File: config.mk
export PLATFORM = sky130hd
export DESIGN_NAME = calc1_port_arbiter_flat
export DESIGN_NICKNAME = d
export VERILOG_FILES = /design/src/rtl/calc1_port_arbiter_if.sv /design/src/rtl/calc1_port_arbiter.sv /design/src/flat_wrapper.sv
export SDC_FILE = /design/constraint.sdc
export NUM_CORES = 1
export LEC_CHECK = 0
export ABC_AREA = 0
export CAP_MARGIN = 40
export CORE_MARGIN = 5
export CORE_UTILIZATION = 30
export CTS_CLUSTER_SIZE = 8
export DETAILED_ROUTE_END_ITERATION = 8
export PLACE_DENSITY = 0.68
export SLEW_MARGIN = 20
export SYNTH_ARGS = -nofsm -noshare
export SYNTH_HDL_FRONTEND = slang
export SYNTH_SLANG_ARGS = --single-unit
File: constraint.sdc
create_clock -name c_clk -period 2.5 [get_ports c_clk]
set_input_delay 0.25 -clock c_clk [delete_from_list [all_inputs] [get_ports c_clk]]
set_output_delay 0.25 -clock c_clk [all_outputs]
set_load 0.02 [all_outputs]
File: src/rtl/calc1_port_arbiter_if.sv
// Request/response bundle between NREQ requesters, the calc1 port arbiter and one calc1 port group.
// Latency: none (wires only).
// Backpressure: req_valid is held until the matching one-hot req_ready pulse; responses are strobed with no stall.
//
// Port summary:
//   requester side : req_valid, req_cmd, req_op1, req_op2 -> arbiter; req_ready, resp_* <- arbiter
//   calc1 side     : calc_cmd, calc_data -> calc1; calc_resp, calc_out <- calc1
//   status         : busy
interface calc1_port_arbiter_if #(
    parameter int NREQ = 4
);
    localparam int IDW = $clog2(NREQ);

    logic [NREQ-1:0]      req_valid;
    logic [4*NREQ-1:0]    req_cmd;
    logic [32*NREQ-1:0]   req_op1;
    logic [32*NREQ-1:0]   req_op2;
    logic [NREQ-1:0]      req_ready;

    logic                 resp_valid;
    logic [IDW-1:0]       resp_id;
    logic [1:0]           resp_code;
    logic [31:0]          resp_data;

    logic [3:0]           calc_cmd;
    logic [31:0]          calc_data;
    logic [1:0]           calc_resp;
    logic [31:0]          calc_out;

    logic                 busy;

    // Arbiter view.
    modport slave (
        input  req_valid, req_cmd, req_op1, req_op2, calc_resp, calc_out,
        output req_ready, resp_valid, resp_id, resp_code, resp_data,
               calc_cmd, calc_data, busy
    );

    // Requesters plus calc1 view.
    modport master (
        output req_valid, req_cmd, req_op1, req_op2, calc_resp, calc_out,
        input  req_ready, resp_valid, resp_id, resp_code, resp_data,
               calc_cmd, calc_data, busy
    );
endinterface

File: src/rtl/calc1_port_arbiter.sv
// Round-robin share of one calc1 port among NREQ requesters; serialises cmd+op1 then op2, returns tagged response.
// Latency: req_ready 1 cycle after acceptance edge; resp_valid 1 cycle after calc1 responds (NOP: same cycle as req_ready).
// Backpressure: one request in flight; req_valid is ignored while busy and simply waits for the next IDLE visit.
//
// Ports: c_clk, reset (async active-low), bus (calc1_port_arbiter_if.slave: requester, response and calc1 signals).
// Optional feature: define CALC1_ARB_TIMEOUT_EN to end a WAIT that lasts TIMEOUT cycles with code 3.
module calc1_port_arbiter #(
    parameter int NREQ    = 4,
    parameter int TIMEOUT = 64
) (
    input  logic                   c_clk,
    input  logic                   reset,
    calc1_port_arbiter_if.slave    bus
);
    localparam int IDW = $clog2(NREQ);

    typedef enum logic [2:0] {
        S_IDLE,
        S_SEND1,
        S_SEND2,
        S_WAIT,
        S_DONE
    } state_t;

    state_t             state;
    logic [IDW-1:0]     last;
    logic [IDW-1:0]     id_q;
    logic [31:0]        op2_q;

    logic [NREQ-1:0]    req_ready_q;
    logic               resp_valid_q;
    logic [IDW-1:0]     resp_id_q;
    logic [1:0]         resp_code_q;
    logic [31:0]        resp_data_q;
    logic [3:0]         calc_cmd_q;
    logic [31:0]        calc_data_q;
    logic               busy_q;

    // Grant selection.
    logic               gnt_vld;
    logic [IDW-1:0]     gnt_idx;
    logic [NREQ-1:0]    gnt_oh;
    logic [IDW:0]       cand;
    logic [3:0]         gnt_cmd;
    logic [31:0]        gnt_op1;
    logic [31:0]        gnt_op2;

`ifdef CALC1_ARB_TIMEOUT_EN
    localparam int CW = (TIMEOUT > 1) ? $clog2(TIMEOUT) : 1;
    logic [CW-1:0]      wait_cnt;
`else
    // TIMEOUT only matters when the timeout logic is compiled in; referencing it
    // here keeps the parameter visible in both builds.
    if (TIMEOUT < 1) begin : g_timeout_unused
    end
`endif

    // Scan from last+1 upward, wrapping at NREQ; NREQ need not be a power of two,
    // so the wrap is an explicit compare-and-subtract on a one-bit-wider index.
    always_comb begin
        gnt_vld = 1'b0;
        gnt_idx = '0;
        cand    = '0;
        for (int i = 0; i < NREQ; i++) begin
            cand = {1'b0, last} + (IDW+1)'(i + 1);
            if (cand >= (IDW+1)'(NREQ)) begin
                cand = cand - (IDW+1)'(NREQ);
            end
            if (!gnt_vld && bus.req_valid[cand[IDW-1:0]]) begin
                gnt_vld = 1'b1;
                gnt_idx = cand[IDW-1:0];
            end
        end

        gnt_oh  = '0;
        gnt_cmd = '0;
        gnt_op1 = '0;
        gnt_op2 = '0;
        for (int k = 0; k < NREQ; k++) begin
            if (gnt_idx == IDW'(k)) begin
                gnt_oh[k] = gnt_vld;
                gnt_cmd   = bus.req_cmd[4*k +: 4];
                gnt_op1   = bus.req_op1[32*k +: 32];
                gnt_op2   = bus.req_op2[32*k +: 32];
            end
        end
    end

    always_ff @(posedge c_clk or negedge reset) begin
        if (!reset) begin
            state        <= S_IDLE;
            last         <= IDW'(NREQ - 1);
            id_q         <= '0;
            op2_q        <= '0;
            req_ready_q  <= '0;
            resp_valid_q <= 1'b0;
            resp_id_q    <= '0;
            resp_code_q  <= '0;
            resp_data_q  <= '0;
            calc_cmd_q   <= '0;
            calc_data_q  <= '0;
            busy_q       <= 1'b0;
`ifdef CALC1_ARB_TIMEOUT_EN
            wait_cnt     <= '0;
`endif
        end else begin
            // Both strobes are single-cycle pulses unless a state re-raises them.
            req_ready_q  <= '0;
            resp_valid_q <= 1'b0;

            case (state)
                S_IDLE: begin
                    if (gnt_vld) begin
                        req_ready_q <= gnt_oh;
                        last        <= gnt_idx;
                        id_q        <= gnt_idx;
                        op2_q       <= gnt_op2;
                        busy_q      <= 1'b1;
                        if (gnt_cmd == 4'd0) begin
                            // NOP completes locally; calc1 never sees it.
                            resp_valid_q <= 1'b1;
                            resp_id_q    <= gnt_idx;
                            resp_code_q  <= 2'd0;
                            resp_data_q  <= '0;
                            state        <= S_DONE;
                        end else begin
                            calc_cmd_q  <= gnt_cmd;
                            calc_data_q <= gnt_op1;
                            state       <= S_SEND1;
                        end
                    end
                end

                S_SEND1: begin
                    calc_cmd_q  <= '0;
                    calc_data_q <= op2_q;
                    state       <= S_SEND2;
                end

                S_SEND2: begin
                    calc_data_q <= '0;
`ifdef CALC1_ARB_TIMEOUT_EN
                    wait_cnt    <= '0;
`endif
                    state       <= S_WAIT;
                end

                S_WAIT: begin
                    // A response in the limit cycle takes precedence over the timeout.
                    if (bus.calc_resp != 2'd0) begin
                        resp_valid_q <= 1'b1;
                        resp_id_q    <= id_q;
                        resp_code_q  <= bus.calc_resp;
                        resp_data_q  <= bus.calc_out;
                        state        <= S_DONE;
                    end
`ifdef CALC1_ARB_TIMEOUT_EN
                    else if (wait_cnt == CW'(TIMEOUT - 1)) begin
                        resp_valid_q <= 1'b1;
                        resp_id_q    <= id_q;
                        resp_code_q  <= 2'd3;
                        resp_data_q  <= '0;
                        state        <= S_DONE;
                    end else begin
                        wait_cnt <= wait_cnt + 1'b1;
                    end
`endif
                end

                S_DONE: begin
                    busy_q <= 1'b0;
                    state  <= S_IDLE;
                end

                default: begin
                    busy_q <= 1'b0;
                    state  <= S_IDLE;
                end
            endcase
        end
    end

    assign bus.req_ready  = req_ready_q;
    assign bus.resp_valid = resp_valid_q;
    assign bus.resp_id    = resp_id_q;
    assign bus.resp_code  = resp_code_q;
    assign bus.resp_data  = resp_data_q;
    assign bus.calc_cmd   = calc_cmd_q;
    assign bus.calc_data  = calc_data_q;
    assign bus.busy       = busy_q;
endmodule

File: src/flat_wrapper.sv
// flat-port wrapper written by rule: the top's interface ports become plain ports
module calc1_port_arbiter_flat 
#(
    parameter int NREQ    = 4,
    parameter int TIMEOUT = 64
)
  (c_clk, reset, bus_req_valid, bus_req_cmd, bus_req_op1, bus_req_op2, bus_calc_resp, bus_calc_out, bus_req_ready, bus_resp_valid, bus_resp_id, bus_resp_code, bus_resp_data, bus_calc_cmd, bus_calc_data, bus_busy);
  calc1_port_arbiter_if #(.NREQ(NREQ)) bus_i ();
  input  logic c_clk;
  input  logic reset;
  input wire logic [$bits(bus_i.req_valid)-1:0] bus_req_valid;
  input wire logic [$bits(bus_i.req_cmd)-1:0] bus_req_cmd;
  input wire logic [$bits(bus_i.req_op1)-1:0] bus_req_op1;
  input wire logic [$bits(bus_i.req_op2)-1:0] bus_req_op2;
  input wire logic [$bits(bus_i.calc_resp)-1:0] bus_calc_resp;
  input wire logic [$bits(bus_i.calc_out)-1:0] bus_calc_out;
  output wire logic [$bits(bus_i.req_ready)-1:0] bus_req_ready;
  output wire logic [$bits(bus_i.resp_valid)-1:0] bus_resp_valid;
  output wire logic [$bits(bus_i.resp_id)-1:0] bus_resp_id;
  output wire logic [$bits(bus_i.resp_code)-1:0] bus_resp_code;
  output wire logic [$bits(bus_i.resp_data)-1:0] bus_resp_data;
  output wire logic [$bits(bus_i.calc_cmd)-1:0] bus_calc_cmd;
  output wire logic [$bits(bus_i.calc_data)-1:0] bus_calc_data;
  output wire logic [$bits(bus_i.busy)-1:0] bus_busy;
  assign bus_i.req_valid = bus_req_valid;
  assign bus_i.req_cmd = bus_req_cmd;
  assign bus_i.req_op1 = bus_req_op1;
  assign bus_i.req_op2 = bus_req_op2;
  assign bus_i.calc_resp = bus_calc_resp;
  assign bus_i.calc_out = bus_calc_out;
  assign bus_req_ready = bus_i.req_ready;
  assign bus_resp_valid = bus_i.resp_valid;
  assign bus_resp_id = bus_i.resp_id;
  assign bus_resp_code = bus_i.resp_code;
  assign bus_resp_data = bus_i.resp_data;
  assign bus_calc_cmd = bus_i.calc_cmd;
  assign bus_calc_data = bus_i.calc_data;
  assign bus_busy = bus_i.busy;
  calc1_port_arbiter #(.NREQ(NREQ), .TIMEOUT(TIMEOUT)) u_core (.c_clk(c_clk), .reset(reset), .bus(bus_i));
endmodule
==> results.json <==
{
  "worst-path-buf-inv": 2,
  "rsz0062_at_grt": "yes",
  "startpoint_type": "register",
  "core_mm2": 0.02264,
  "grt.met3_usage_pct": 4.823,
  "crit_family": "compound AO/OA/AOI/OAI gates",
  "diodes": 0,
  "setup_slack_ns": -0.2439,
  "use_met2_pct": 38.27,
  "async_flop_share_pct": 100.0,
  "cp_slowest_cell": "dfstp_2",
  "max_freq_mhz": 364.4,
  "grt.overflow.total": 0,
  "fin_crit_ns": 2.744,
  "reg2regPathDepth": 9,
  "h-tree-depth": 4,
  "endpoint_kind": "register",
  "grtUsageTotal_pct": 22.91,
  "dr_total_vias": 7852,
  "synth_seq_cells": 117,
  "reg2reg_to": "u_core.bus.calc_data[3]",
  "status": "finished, violations left",
  "grt_max_degree": 61,
  "nets": 1570,
  "cts_tree": "done",
  "synth_top_area_cell": "dfrtp_1",
  "endpoint": "u_core.bus.calc_data[3]",
  "met1_usage_pct": 29.04,
  "dr.pass1.iters": 5,
  "path_class": "reg -> reg",
  "root_buffer": "clkbuf_16",
  "placed_area_mm2": 0.01144,
  "post-route-drc-count": 0,
  "max_stage_delay_ns": 0.54,
  "layout_common_cells": "388 x clkdlybuf4s50_1, 323 x nand2_1, 160 x nand3_1",
  "clk_pin_slew_ns": 0.06,
  "cts_buffer_depth": 2,
  "antenna_found_initial": 0,
  "io_buffers": 389,
  "max-cap-violations": 0,
  "p_leak_nw": 5.562,
  "synthCells": 845,
  "clock_skew_ns": 0.008304,
  "synth_cell_types": 38,
  "boundaryPins": 390,
  "synth-edff-count": 0,
  "cp.depth": 9,
  "antenna_left": 0,
  "mostFrequentLayoutCell": "clkdlybuf4s50_1",
  "setup_tns_ns": -14.40,
  "syn_to_final_growth_pct": 81.90,
  "synth_fp_nets": 1157,
  "wl_per_cell_um": 20.23,
  "top_usage_layer": "met2",
  "reg2reg_slack_ns": -0.24,
  "final_area_mm2": 0.01255,
  "vias_per_cell": 5.046,
  "max_slew_margin_pct": 56.05,
  "cts_buffers": 17,
  "yosys_warnings": 0,
  "synthFlopType": "dfrtp_1",
  "crit_top_cell": "mux2i_4",
  "p_total_w": 0.01612,
  "clk-insertion-delay-late_ns": 0.42,
  "cellPowerDensity_mw_per_mm2": 1285,
  "initial_utilization_pct": 30.47,
  "die_area_mm2": 0.02613,
  "cp_max_fo": 6,
  "grt_pass1_vias": 8079,
  "synth_top_area_share_pct": 41.72,
  "dieHeight_um": 161.6,
  "place.gp.congestion": 0.8736,
  "ys_seq_area_share_pct": 42.48,
  "r2r_start": "u_core.last[0]",
  "period_share_pct": 109.8,
  "setup_viol": 75,
  "die_x_um": 161.6,
  "hold_violations": 0,
  "worstPathArrival_ns": 3.04,
  "drive_above_1_share_pct": 13.93,
  "rows": 55,
  "dp_hpwl_mm": 22.60,
  "hold_path_class": "in -> async",
  "ir_worst_vdd_uv": 594.7,
  "grt_pass1_wl_mm": 46.83,
  "first_iter_violations": 480,
  "max_slew.worst_pin.slew_ns": 0.6592,
  "synthTopCellsByArea": "dfrtp_1 42%, nand2_1 18%, nand3_1 12%",
  "final.fill_count": 2021,
  "crit_start": "u_core.last[0]",
  "worstPathCellList": "and3b_2 -> o32a_4 -> mux2i_4 -> mux2i_4 -> nor4_4 -> a221oi_4 -> buf_6 -> buf_16 -> mux2_4",
  "final_max_slew_viol_count": 0,
  "violations": "setup timing",
  "pre_cts_ws_ns": -0.5564,
  "clock_sinks": 117,
  "syn_area_mm2": 0.006898,
  "required_ns": 2.80,
  "postSynthAreaPerCell_um2": 8.163,
  "wl_mm": 31.49
}
==> report_power, final <==
part           switching, W  internal, W
sequential         0.000635      0.00287
combinational       0.00505      0.00500
clock              0.000943      0.00163
==> per-layer routing <==
layer	vias to the layer above	routed length (um)
met4	0	1145
li1	3770	-
met5	-	0
met2	310	15160
met3	64	1917
met1	3708	13260
==> synth_stat cells, types with 2 or more instances <==
library cell    n
a21o_1          2
a21oi_1        10
a22o_1         34
a22oi_1         4
a32o_1         32
buf_1          13
buf_6           4
clkbuf_1       51
dfrtp_1       115
dfstp_2         2
inv_1           2
mux2_2          2
mux2_4         30
mux2i_1        13
nand2_1       324
nand2b_1        4
nand3_1       160
nor2_1         10
nor2b_1         2
nor3_1          8
nor4_1          2
o2bb2ai_1       4
or4_1           2
==> state kept, by name, summed over array words and instances, names as in the netlist <==
name and cells:
u_core.bus.busy 1, u_core.bus.calc_cmd 4, u_core.bus.calc_data 32, u_core.bus.req_ready 4
u_core.bus.resp_code 2, u_core.bus.resp_data 32, u_core.bus.resp_id 2, u_core.bus.resp_valid 1
u_core.id_q 2, u_core.last 2, u_core.op2_q 32, u_core.state 3
==> metrics by stage <==
step	hold WS, ns	std cells	utilization, %
2_1_floorplan	-0.04559	845	-
3_3_place_gp	0.2481	1504	50.52
3_5_place_dp	0.2564	1504	50.52
4_1_cts	0.3426	1546	54.20
5_1_grt	0.4119	1556	55.42
6_report	0.3662	1556	55.42
==> worst min path at each step <==
stage / from / to / slack, ns / cells after the start
finish: reset / u_core.bus.resp_data[18] / 0.37 / 2
global route: reset / u_core.bus.resp_data[11] / 0.41 / 2
CTS: reset / u_core.bus.resp_data[9] / 0.34 / 2
detailed placement: reset / u_core.bus.resp_data[9] / 0.26 / 1
global placement: reset / u_core.bus.resp_data[18] / 0.25 / 1
floorplan: reset / u_core.bus.busy / -0.05 / 0
==> what timing repair did <==
item | CTS | global route
endpoints found under the hold margin | 34 | 0
hold buffers | 1 | 0
pin swaps | 8 | 9
endpoints found under the setup margin | 73 | 80
resized for setup | 19 | 27
cloned | 4 | 7
setup buffers | 7 | 4
==> final cells by class <==
class / instances / area [um^2] / area share [%]
Clock buffer: 19 / 452.9 / 3.610
Sequential cell: 117 / 2930 / 23.35
Timing Repair Buffer: 462 / 4688 / 37.37
Clock inverter: 13 / 171.4 / 1.366
Inverter: 2 / 7.507 / 0.05983
Tap cell: 285 / 356.6 / 2.842
Multi-Input combinational cell: 658 / 3940 / 31.40
==> cells by family (layout without fill, tap and decap cells) <==
group,after synthesis,count (layout),synth area share [%]
buffers and inverters,71,496,4.317
AOI/OAI and AO/OA,95,96,12.39
DFF,117,117,42.48
and+or+nand+nor,516,516,31.94
xor gates and xnor gates,1,1,0.1270
muxes,45,45,8.743
Power figures use the tool's default switching activity.
